## src/rtl/cpu_pkg.sv

```systemverilog
// cpu_pkg: shared encodings and types for the multi-cycle CPU datapath
package cpu_pkg;
  localparam logic [1:0] PCSRC_ALU    = 2'b00;
  localparam logic [1:0] PCSRC_ALUOUT = 2'b01;
  localparam logic [1:0] PCSRC_JUMP   = 2'b10;
  localparam logic [1:0] PCSRC_HOLD   = 2'b11;
  localparam logic [1:0] COND_EQ = 2'b00;
  localparam logic [1:0] COND_NE = 2'b01;
  localparam logic [1:0] COND_LT = 2'b10;
  localparam logic [1:0] COND_LE = 2'b11;
  localparam logic [31:0] NOP_INSTR = 32'h0000_0000;
  typedef enum logic {FETCH_IDLE, FETCH_BUSY} fetch_state_e;
  function automatic logic [31:0] jump_target(input logic [31:0] pc, input logic [31:0] instr);
    return {pc[31:28], instr[25:0], 2'b00};
  endfunction
endpackage

```

## src/rtl/branch_cond.sv

```systemverilog
// branch_cond: decodes the branch condition select against the ALU flags
module branch_cond
  import cpu_pkg::*;
(
  input  logic [1:0] BorN,
  input  logic       Zero,
  input  logic       Neg,
  output logic       take
);
  always_comb
    take = BorN == COND_EQ ? Zero :
           BorN == COND_NE ? !Zero :
           BorN == COND_LT ? Neg : (Neg | Zero);
endmodule

```

## src/rtl/fetch_pc_unit.sv

```systemverilog
// fetch_pc_unit: PC and IR with ready-handshaked instruction fetch; FETCH_TIMEOUT_EN adds a fetch timeout and sticky FetchErr
module fetch_pc_unit
  import cpu_pkg::*;
#(
  parameter int                ADDR_W   = 32,
  parameter logic [ADDR_W-1:0] RESET_PC = '0,
  parameter int                MAX_WAIT = 15
) (
  input  logic              CLK,
  input  logic              Reset,
  input  logic              PCWrite,
  input  logic              PCWriteCond,
  input  logic [1:0]        PCSource,
  input  logic [1:0]        BorN,
  input  logic              IRWrite,
  input  logic [31:0]       ALUResult,
  input  logic [31:0]       ALUOut,
  input  logic              Zero,
  input  logic              Neg,
  output logic              imem_req,
  output logic [ADDR_W-1:0] imem_addr,
  input  logic              imem_ready,
  input  logic [31:0]       imem_rdata,
  output logic [31:0]       Instr,
  output logic [5:0]        Opcode,
  output logic              Stall,
  output logic              FetchErr
);
  if (MAX_WAIT < 1) begin : g_max_wait_check
    $error("MAX_WAIT must be at least 1");
  end
  logic [ADDR_W-1:0] pc_q, pc_d, addr_q, addr_d, pc_src;
  logic [31:0] ir_q, ir_d;
  fetch_state_e state_q, state_d;
  logic take;
  branch_cond u_cond (.BorN(BorN), .Zero(Zero), .Neg(Neg), .take(take));
  always_comb begin
    pc_src = PCSource == PCSRC_ALU    ? ALUResult[ADDR_W-1:0] :
             PCSource == PCSRC_ALUOUT ? ALUOut[ADDR_W-1:0] :
             PCSource == PCSRC_JUMP   ? ADDR_W'(jump_target(32'(pc_q), ir_q)) : pc_q;
    pc_d = (PCWrite | (PCWriteCond & take)) ? pc_src : pc_q;
  end
`ifdef FETCH_TIMEOUT_EN
  localparam int WAIT_W = $clog2(MAX_WAIT + 1);
  logic [WAIT_W-1:0] wait_q, wait_d;
  logic err_q, err_d, timeout;
`endif
  always_comb begin
    state_d = state_q;
    addr_d  = addr_q;
    ir_d    = ir_q;
`ifdef FETCH_TIMEOUT_EN
    wait_d  = wait_q;
    err_d   = err_q;
    timeout = state_q == FETCH_BUSY && !imem_ready && wait_q == WAIT_W'(MAX_WAIT - 1);
`endif
    if (state_q == FETCH_IDLE) begin
      if (IRWrite) begin
        state_d = FETCH_BUSY;
        addr_d  = pc_q;
`ifdef FETCH_TIMEOUT_EN
        wait_d  = '0;
`endif
      end
    end else if (imem_ready) begin
      state_d = FETCH_IDLE;
      ir_d    = imem_rdata;
    end
`ifdef FETCH_TIMEOUT_EN
    else if (timeout) begin
      state_d = FETCH_IDLE;
      ir_d    = NOP_INSTR;
      err_d   = 1'b1;
    end else
      wait_d = wait_q + 1'b1;
`endif
  end
  always_ff @(posedge CLK or negedge Reset)
    if (!Reset) begin
      pc_q    <= RESET_PC;
      addr_q  <= RESET_PC;
      ir_q    <= '0;
      state_q <= FETCH_IDLE;
`ifdef FETCH_TIMEOUT_EN
      wait_q  <= '0;
      err_q   <= 1'b0;
`endif
    end else begin
      pc_q    <= pc_d;
      addr_q  <= addr_d;
      ir_q    <= ir_d;
      state_q <= state_d;
`ifdef FETCH_TIMEOUT_EN
      wait_q  <= wait_d;
      err_q   <= err_d;
`endif
    end
  assign imem_req  = state_q == FETCH_BUSY;
  assign Stall     = state_q == FETCH_BUSY;
  assign imem_addr = addr_q;
  assign Instr     = ir_q;
  assign Opcode    = ir_q[31:26];
`ifdef FETCH_TIMEOUT_EN
  assign FetchErr  = err_q;
`else
  assign FetchErr  = 1'b0;
`endif
endmodule

```

## config.mk

```make
export PLATFORM = sky130hd
export DESIGN_NAME = fetch_pc_unit
export DESIGN_NICKNAME = d
export VERILOG_FILES = /design/src/rtl/cpu_pkg.sv /design/src/rtl/branch_cond.sv /design/src/rtl/fetch_pc_unit.sv
export SDC_FILE = /design/constraint.sdc
export NUM_CORES = 1
export LEC_CHECK = 0
export CAP_MARGIN = 10
export CORE_AREA = 4 4 112 114
export CTS_CLUSTER_SIZE = 40
export DETAILED_ROUTE_END_ITERATION = 7
export DIE_AREA = 0 0 116 118
export HOLD_SLACK_MARGIN = 0.05
export PLACE_DENSITY_LB_ADDON = 0.25
export SKIP_LAST_GASP = 1
export SLEW_MARGIN = 10
export SYNTH_ARGS = -nofsm -noshare
export SYNTH_HDL_FRONTEND = slang
export SYNTH_SLANG_ARGS = --single-unit
```

## constraint.sdc

```tcl
create_clock -name CLK -period 1.3 [get_ports CLK]
set_input_delay 0.26 -clock CLK [delete_from_list [all_inputs] [get_ports CLK]]
set_output_delay 0.26 -clock CLK [all_outputs]
set_load 0.02 [all_outputs]
```

==> out/results.ini, run 1 <==
[status]
status = finished with violations
violations = negative setup slack

[synthesis]
synth.avg_cell_area_um2 = 12.8
yosys_warnings = 0
synth.distinct_cells = 27
seq_area_frac_synth_pct = 53.1
synthTopCellsByArea = dfrtp_1, mux2_2, a221o_1
synth_area_um2 = 4570
syn_nets = 464
synth_top_cell_by_area = dfrtp_1
synth_seq_cells = 97
synth_top_area_share_pct = 53.1
syn_inst = 356

[pwr]
p_sw_mw = 3.72
p_int_mw = 8.21
p_clk_share_pct = 23.0
power_density_nw_per_um2 = 1650
power_frac_comb_pct = 39.4
leakage_nw = 3.08
seqPwrFrac_pct = 37.6
vdd_drop_max_uv = 975
sw_frac_of_total_pct = 31.2

[clocking]
htree_levels = 3
clockBufferDepth = 2
cts_root_buf = clkbuf_16
cts_made_buffers = 9
cts_tree = yes
clkTransAtPathRegs_ns = 0.07
cts_sinks = 97
clk_latency_ns = 0.33

[drt]
wl_per_cell_um = 18.5
viasPerCell = 5.21
ant_nets = 0
drcViolationCount = 0
drt_pre_antenna_iters = 4
drtIter0Drc = 107
vias = 3634
finalWirelength_um = 12900

[floorplan]
rows = 39
die_h_um = 118
pin_count = 181
core-area_um2 = 11400
die_w_um = 116
dieArea_um2 = 13700
start_util_pct = 40.1

[placed_design]
dpl.hpwl_um = 9570
gp_congestion = 0.777
place_area_um2 = 6840
pre_cts_slack_ns = -0.898
portBuffers = 179

[layout]
multi_input_area_um2 = 2070
final_core_utilization_pct = 63.4
drive_above_1_share_pct = 29.6
fin_area_um2 = 7230
fin_nets = 657
fillerInstances = 940
num_antenna_cells = 0
layout.area.seq_um2 = 2430
syn_to_final_growth_pct = 58.2

[timing]
hold-worst-slack_ns = 0.295
fin_worst_skew_ns = 0.00823
setup_slack_ns = -0.367
rsz0062_at_grt = true
final_hold_viol_count = 0
fin_crit_ns = 1.67
slew_viol_final = 0
setup_viol = 116
fmax_mhz = 600
setup_tns_ns = -29.04
period_share_pct = 128

[worst_hold_path]
holdCritPathClass = input port to asynchronous set/reset pin

[job]
max-cap-violations = 0

[worst_setup_path]
cpLargestDelayFamily = compound AO/OA/AOI/OAI gates
end_kind = flip-flop
cp_max_fo = 7
cp_num_buf_inv = 2
startpoint_type = input port
r2r_start = Stall
cpPeakStageDelay_ns = 0.40
cp_cell_sequence = clkdlybuf4s50_1, a21o_1, a211oi_4, buf_2, o31ai_1, a221o_1
r2r_slack_ns = -0.05
r2r.worst_path.cells = 3
critPathArrivalTime_ns = 1.88
crit_required_ns = 1.51
r2r-end = imem_addr[31]
path_class = input port to flip-flop
critPathSlowestCell = clkdlybuf4s50_1

[global_route]
grt_max_degree = 50
grt_pass1_wl_um = 20600
grt_pass1_vias = 3942
antenna_found_initial = 0
track_usage_pct = 19.2
gr-total-overflow = 0

power by group through the flow:
stage | clock, mW | sequential (mW) | combinational [mW]
final | 2.75 | 4.48 | 4.70
after global placement | 0 | 4.48 | 4.62
after global routing | 2.94 | 4.61 | 4.97
after floorplan | 0 | 5.21 | 1.68
after CTS | 2.81 | 4.48 | 4.77
after detailed placement | 0 | 4.52 | 4.71
kinds of logic after synthesis:
logic type      share of synthesized area (%)
buf+inv                                  5.17
compound gates                           10.9
simple gates                             5.64
xor+xnor                                0.192
flops                                    53.1
other cells                            0.0820
mux                                      24.9
cell type report:
type	instances	share of cell area [%]
multi-input combinational	220	28.7
timing repair buffer	219	30.9
clock buffer	11	3.49
clock inverter	5	0.847
sequential	97	33.6
tap	143	2.47
inverter	2	0.104
Yosys cell counts:
cell and instances:
mux2_4 4, mux2i_1 2, buf_1 4, clkbuf_1 10, a21o_1 1, buf_2 6, and2_1 1, xnor2_1 1
mux2_2 92, o32ai_1 2, conb_1 1, buf_4 12, nor2b_1 1, inv_1 2, nor2_2 1, a221o_1 26
nor3_1 1, mux2_1 2, o31ai_1 26, nor3_2 1, or2_1 2, nor3b_2 1, o21a_1 1, a211oi_2 1
dfrtp_1 97, buf_6 5, nand2_1 53
through the flow:
stage	total power, mW	std cells
after floorplan	6.88	356
after global placement	9.11	677
after detailed placement	9.23	677
after CTS	12.1	697
after global routing	12.5	697
final	11.9	697
repair_timing:
action,CTS,global route
hold endpoints to repair,97,0
hold buffers,1,0
gates cloned,3,0
pin swaps,4,1
buffers inserted,1,1
gates resized for setup,14,1
setup endpoints to repair,116,134
state kept, by name (all words and copies together) (netlist names):
register,count
pc_q,32
Instr,32
Stall,1
imem_addr,32
per-layer routing:
layer | share of wire [%] | vias to the layer above | track usage [%]
li1 | - | 1674 | -
met1 | 40 | 1819 | 24.5
met2 | 51 | 127 | 32.6
met3 | 6.9 | 14 | 3.80
met4 | 1.5 | 0 | 5.95
met5 | 0 | - | 0
worst max-delay path by stage:
stage / from / endpoint / slack [ns] / cells after the start
floorplan: Zero / pc_q[28] / -0.13 / 6
global placement: BorN[1] / pc_q[17] / -0.84 / 6
CTS: PCWrite / pc_q[11] / -0.36 / 6
detailed placement: BorN[1] / pc_q[10] / -0.90 / 6
global route: Neg / pc_q[7] / -0.41 / 6
finish: Neg / pc_q[6] / -0.37 / 6
layout by cell type, fill, tap and decap left out, drive strengths merged, types with 2 or more instances in the layout:
master,Yosys,layout
dfrtp,97,97
clkbuf,10,11
nand2,53,53
clkinv,0,3
mux2i,2,2
a221o,26,26
o32ai,2,2
mux2,98,98
o31ai,26,26
nor3,2,2
dlygate4sd2,0,5
or2,2,2
buf,27,40
inv,2,3
clkdlybuf4s50,0,171
(Power assumes the default switching activity.)
==> run 2, diff against run 1 <==
- CAP_MARGIN: 10 -> default
==> results of run 2 <==
No change in the layout: final DEF, timing and power equal those of run 1.
==> run 3, diff against run 2 <==
- SLEW_MARGIN: 10 -> 20
==> results of run 3 <==
No change in the layout: final DEF, timing and power equal those of run 1.
==> patch 1: new RTL, settings of run 2 <==
Add a define of `FETCH_TIMEOUT_EN`.
--- a/src/rtl/fetch_pc_unit.sv
+++ b/src/rtl/fetch_pc_unit.sv
@@ -1,4 +1,6 @@
 // fetch_pc_unit: PC and IR with ready-handshaked instruction fetch; FETCH_TIMEOUT_EN adds a fetch timeout and sticky FetchErr
+`define FETCH_TIMEOUT_EN
+
 module fetch_pc_unit
   import cpu_pkg::*;
 #(
Behaviour: same outputs for any inputs over 4 cycles, from zero or initial values and one cycle with Reset low; that may be too few to reach the edited logic, so the function may still have changed.
==> patch 1 against run 2 <==
The flow still finishes with violations (negative setup slack); first-iteration DRC count grew to 2.7 times the old value; design area grew 5.6%; worst setup slack gained 0.31 ns; power shrank 7.3%; critical endpoint is now Instr[14]; synthesized area grew 6.6%; routed wire length grew 19%; non-clock buffer count grew 24; sequential cell count grew 5; highest routed layer unchanged.
==> patch 1: results (changes against run 2) <==
stage;metric;value;unit;change
synthesis;mux cell area share after synthesis;7.598;%;-17 points
power;logic gate share of total power;36.3;%;-3.1 points
critical_path;worst reg-to-reg path cell count;7;;+4
power;LEAKAGE;3.489;nW;+13%
grt;initial antenna violation count;1;;+1
grt;global-route wire length before repair;24390;um;+18%
critical_path;CP top delay family;flip-flops;;
grt;vias in the first global route;4673;;+19%
timing;endpoints failing setup;32;;-72%
synthesis;Compound-Gate Fraction of Synth Area;24.20;%;+13 points
routing;Vias per Instance;5.432;;+4.2%
critical_path;worst setup path startpoint;wait_q[0];;
placed_design;placed cell areas;7231;um^2;+5.7%
synthesis;leading post-synthesis cells by cell area;dfrtp_1, a22o_1, mux2i_1;;
power;Peak VDD IR;0.001206;V;+24%
placed_design;port buffer count;180;;+0.56%
timing;post-route setup slack;-0.05442;ns;+0.3124 ns
routing;Met2 Routed Length;7526;um;+14%
critical_path;Critical Path End;Instr[14];;
critical_path;R2R Path Start;wait_q[0];;
timing;Clock Skew;0.005249;ns;-0.002982 ns
status;outcome;finished, violations left;;
power;Sequential Power Share;39.1;%;+1.5 points
timing;setup TNS;-1.273;ns;+27.77 ns
grt;overall routing resource usage;22.77;%;+3.6 points
status;violated checks;negative setup slack;;
## patch 1: cell count changes after synthesis, moves of 10 or more
cell / before / now
nand2_1: 53 / 68
a221o_1: 26 / 0
a211oi_1: 0 / 26
o21ai_0: 0 / 31
a311o_1: 0 / 26
inv_1: 2 / 30
mux2_2: 92 / 8
mux2i_1: 2 / 28
a22o_1: 0 / 32
clkbuf_1: 10 / 20
## patch 1: cell type report
| type | instances | area, um^2 |
|---|---|---|
| multi-input cells | 280 | 2108 |
| clock buffers | 10 | 239.0 |
| inverters | 30 | 115.1 |
| well taps | 143 | 178.9 |
| flip-flops and latches | 102 | 2554 |
| clock inverters | 6 | 61.31 |
| diodes | 1 | 2.502 |
| repair buffers | 243 | 2381 |
| fillers | 917 | 3779 |
## patch 1: what timing repair did
action                     4_1_cts  5_1_grt
gates cloned                     5        1
gates resized for setup        239       51
hold buffers                     1        0
setup endpoints to repair      137       97
setup buffers                    4        2
hold endpoints to repair        13        0
pin swaps                       19        9
==> patch 2: new RTL, settings of run 2 <==
Without the edit above. Take the reset off `ir_q` and load it in a clocked block of its own.
--- a/src/rtl/fetch_pc_unit.sv
+++ b/src/rtl/fetch_pc_unit.sv
@@ -79,7 +79,6 @@
     if (!Reset) begin
       pc_q    <= RESET_PC;
       addr_q  <= RESET_PC;
-      ir_q    <= '0;
       state_q <= FETCH_IDLE;
 `ifdef FETCH_TIMEOUT_EN
       wait_q  <= '0;
@@ -88,13 +87,16 @@
     end else begin
       pc_q    <= pc_d;
       addr_q  <= addr_d;
-      ir_q    <= ir_d;
       state_q <= state_d;
 `ifdef FETCH_TIMEOUT_EN
       wait_q  <= wait_d;
       err_q   <= err_d;
 `endif
     end
+
+  always_ff @(posedge CLK) begin
+    ir_q <= ir_d;
+  end
   assign imem_req  = state_q == FETCH_BUSY;
   assign Stall     = state_q == FETCH_BUSY;
   assign imem_addr = addr_q;
Check against the original RTL: differs if Reset is asserted again (counterexample within 4 cycles, from zero or initial values and one cycle with Reset low); with Reset held inactive, the same outputs for 4 cycles.
==> patch 2 against run 2 <==
Largest cell class unchanged; design area down 3.2%; power decreased by 14%; cell count shrank 5.6%; maximum frequency is 14% higher; worst setup slack better by 0.20 ns; routed wire length decreased by 3.5%; the flow still finishes with violations (negative setup slack); sequential cell count stayed put; critical endpoint is now pc_q[9]; synthesized area shrank 4.6%.
==> patch 2: results (changes against run 2) <==
stage;metric;value;unit;change
synthesis;Post-synth top cells;dfrtp_1, mux2_2, nand2_1, edfxtp_1;;
clocking;total CTS buffers;9;;unchanged
grt;vias in the first global route;3856;;-2.2%
cells_and_area;diode count;0;;unchanged
placed_design;Cells after DPL;632;;-6.6%
placed_design;gp weighted congestion;0.7126;;-8.2%
grt;overall routing resource usage;18.04;%;-1.2 points
clocking;H-tree Lvls;3;;unchanged
synthesis;Synth Warn #;0;;unchanged
grt;largest net degree at the start of global routing;66;;+32%
routing;WL/cell;18.95;um;+2.2%
placed_design;placed cell areas;6560;um^2;-4.1%
routing;detailed-route via count;3347;;-7.9%
power;LEAKAGE;2.996;nW;-2.7%
timing;endpoints failing setup;95;;-18%
power;Peak VDD IR;0.0009051;V;-7.1%
synthesis;asr flop ratio synth;67.01;%;-33 points
synthesis;count of cell types in the netlist;28;;+3.7%
synthesis;leading post-synthesis cells by cell area;dfrtp_1, edfxtp_1, mux2_2;;
clocking;Skew-Pair Late Insertion Delay;0.34;ns;
clocking;Reg clk slew, reported paths;0.07;ns;about the same
grt;global-route wire length before repair;19390;um;-6.0%
cells_and_area;number of fill cells in the layout;918;;-2.3%
synthesis;sequential-to-total area share from yosys stat;59.29;%;+6.2 points
routing;Vias per Instance;5.087;;-2.4%
timing;Clock Skew;0.008781;ns;+0.0005495 ns
critical_path;critical path data arrival time;1.68;ns;-0.20 ns
clocking;clk buf depth;2;;unchanged
critical_path;crit-path max FO;5;;-2
routing;iteration count of the initial detailed-routing pass;6;;+2
routing;Iteration-0 DRC Markers;101;;-5.6%
placed_design;port buffer count;179;;unchanged
grt;initial antenna violation count;0;;unchanged
cells_and_area;Layout Nets;618;;-5.9%
worst_hold_path;Hold Crit Class;in2reg;;
synthesis;Post-synth EDFFs;32;;+32
clocking;Root Driver;clkbuf_16;;
status;outcome;finished, violations left;;
status;violated checks;negative setup slack;;
synthesis;Post-Syn Nets;430;;-7.3%
timing;post-route setup slack;-0.1647;ns;+0.2021 ns
cells_and_area;layout cell share with drive strength beyond 1;24.66;%;-4.9 points
timing;setup TNS;-5.023;ns;+24.02 ns
synthesis;syn avg cell area;13.55;um^2;+5.5%
placed_design;Detailed Place HPWL;8971;um;-6.3%
-- patch 2: changes by cell type after synthesis --
| cell | delta |
|---|---|
| nor2_1 | +2 |
| dfrtp_1 | -32 |
| o21a_1 | -1 |
| nand2_1 | -1 |
| buf_1 | -2 |
| mux2_2 | -32 |
| and2_1 | +1 |
| edfxtp_1 | +32 |
| clkbuf_1 | -1 |
-- patch 2: critical path, stage by stage --
cell and delay (ns):
buf_4 0.14, nor3b_4 0.21, a211oi_4 0.06, buf_12 0.14
or2_4 0.26, buf_4 0.15, buf_8 0.12, a221o_1 0.34
-- patch 2: metal layers --
layer  wire, um  track usage [%]  vias to the layer above
met5          0                0                        -
met4        111            4.859                        0
met3        952            4.422                       11
met2       6660            33.60                      143
met1       4747            20.03                     1626
li1           -                -                     1567
-- patch 2: what timing repair did --
item | in CTS | in global routing
setup endpoints to repair | 107 | 124
pin swaps | 6 | 8
gates cloned | 5 | 0
endpoints found under the hold margin | 65 | 0
resized for setup | 103 | 7
buffers inserted | 7 | 1
hold buffers | 1 | 0
-- patch 2: report_power, final --
group	internal, W	switching (W)
clock network	0.00156	0.00115
registers	0.00384	0.000434
logic	0.00177	0.00148
-- patch 2: layout make-up --
| cell class | count | share of cell area (%) |
|---|---|---|
| sequential | 97 | 36.96 |
| timing repair buffer | 211 | 31.03 |
| multi-input combinational | 189 | 24.90 |
| clock buffer | 13 | 4.037 |
| tap | 143 | 2.554 |
| clock inverter | 3 | 0.4109 |
| inverter | 2 | 0.1072 |
-- patch 2: cells by family (layout without fill, tap and decap cells) --
logic type	count (synthesis)	after routing	synth area share, %
DFF	97	97	59.29
muxes	68	68	17.83
and+or+nand+nor	63	63	6.135
AOI/OAI and AO/OA	56	56	11.30
buffers and inverters	36	229	5.161
other	1	1	0.08593
xor gates and xnor gates	1	1	0.2007
-- patch 2: worst paths after layout --
check / startpoint / to / slack, ns / cells past startpoint
setup / recovery: BorN[1] / pc_q[9] / -0.16 / 8
hold reg to reg: imem_addr[2] / imem_addr[2] / 0.51 / 1
max in group asynchronous: Reset / Stall / 0.53 / 3
hold / removal: imem_rdata[12] / Instr[12] / 0.47 / 1
min in group asynchronous: Reset / imem_addr[30] / 0.49 / 3
setup reg to reg: Stall / imem_addr[0] / -0.01 / 3
-- patch 2: per-stage QoR --
stage	setup WS (ns)	utilization, %	total power (W)
6_report	-0.1647	61.34	0.01024
5_1_grt	-0.1857	61.34	0.01069
4_1_cts	-0.1749	61.11	0.01033
3_5_place_dp	-0.9271	57.45	0.007829
3_3_place_gp	-0.8492	57.45	0.007731
2_1_floorplan	-0.1264	-	0.006102
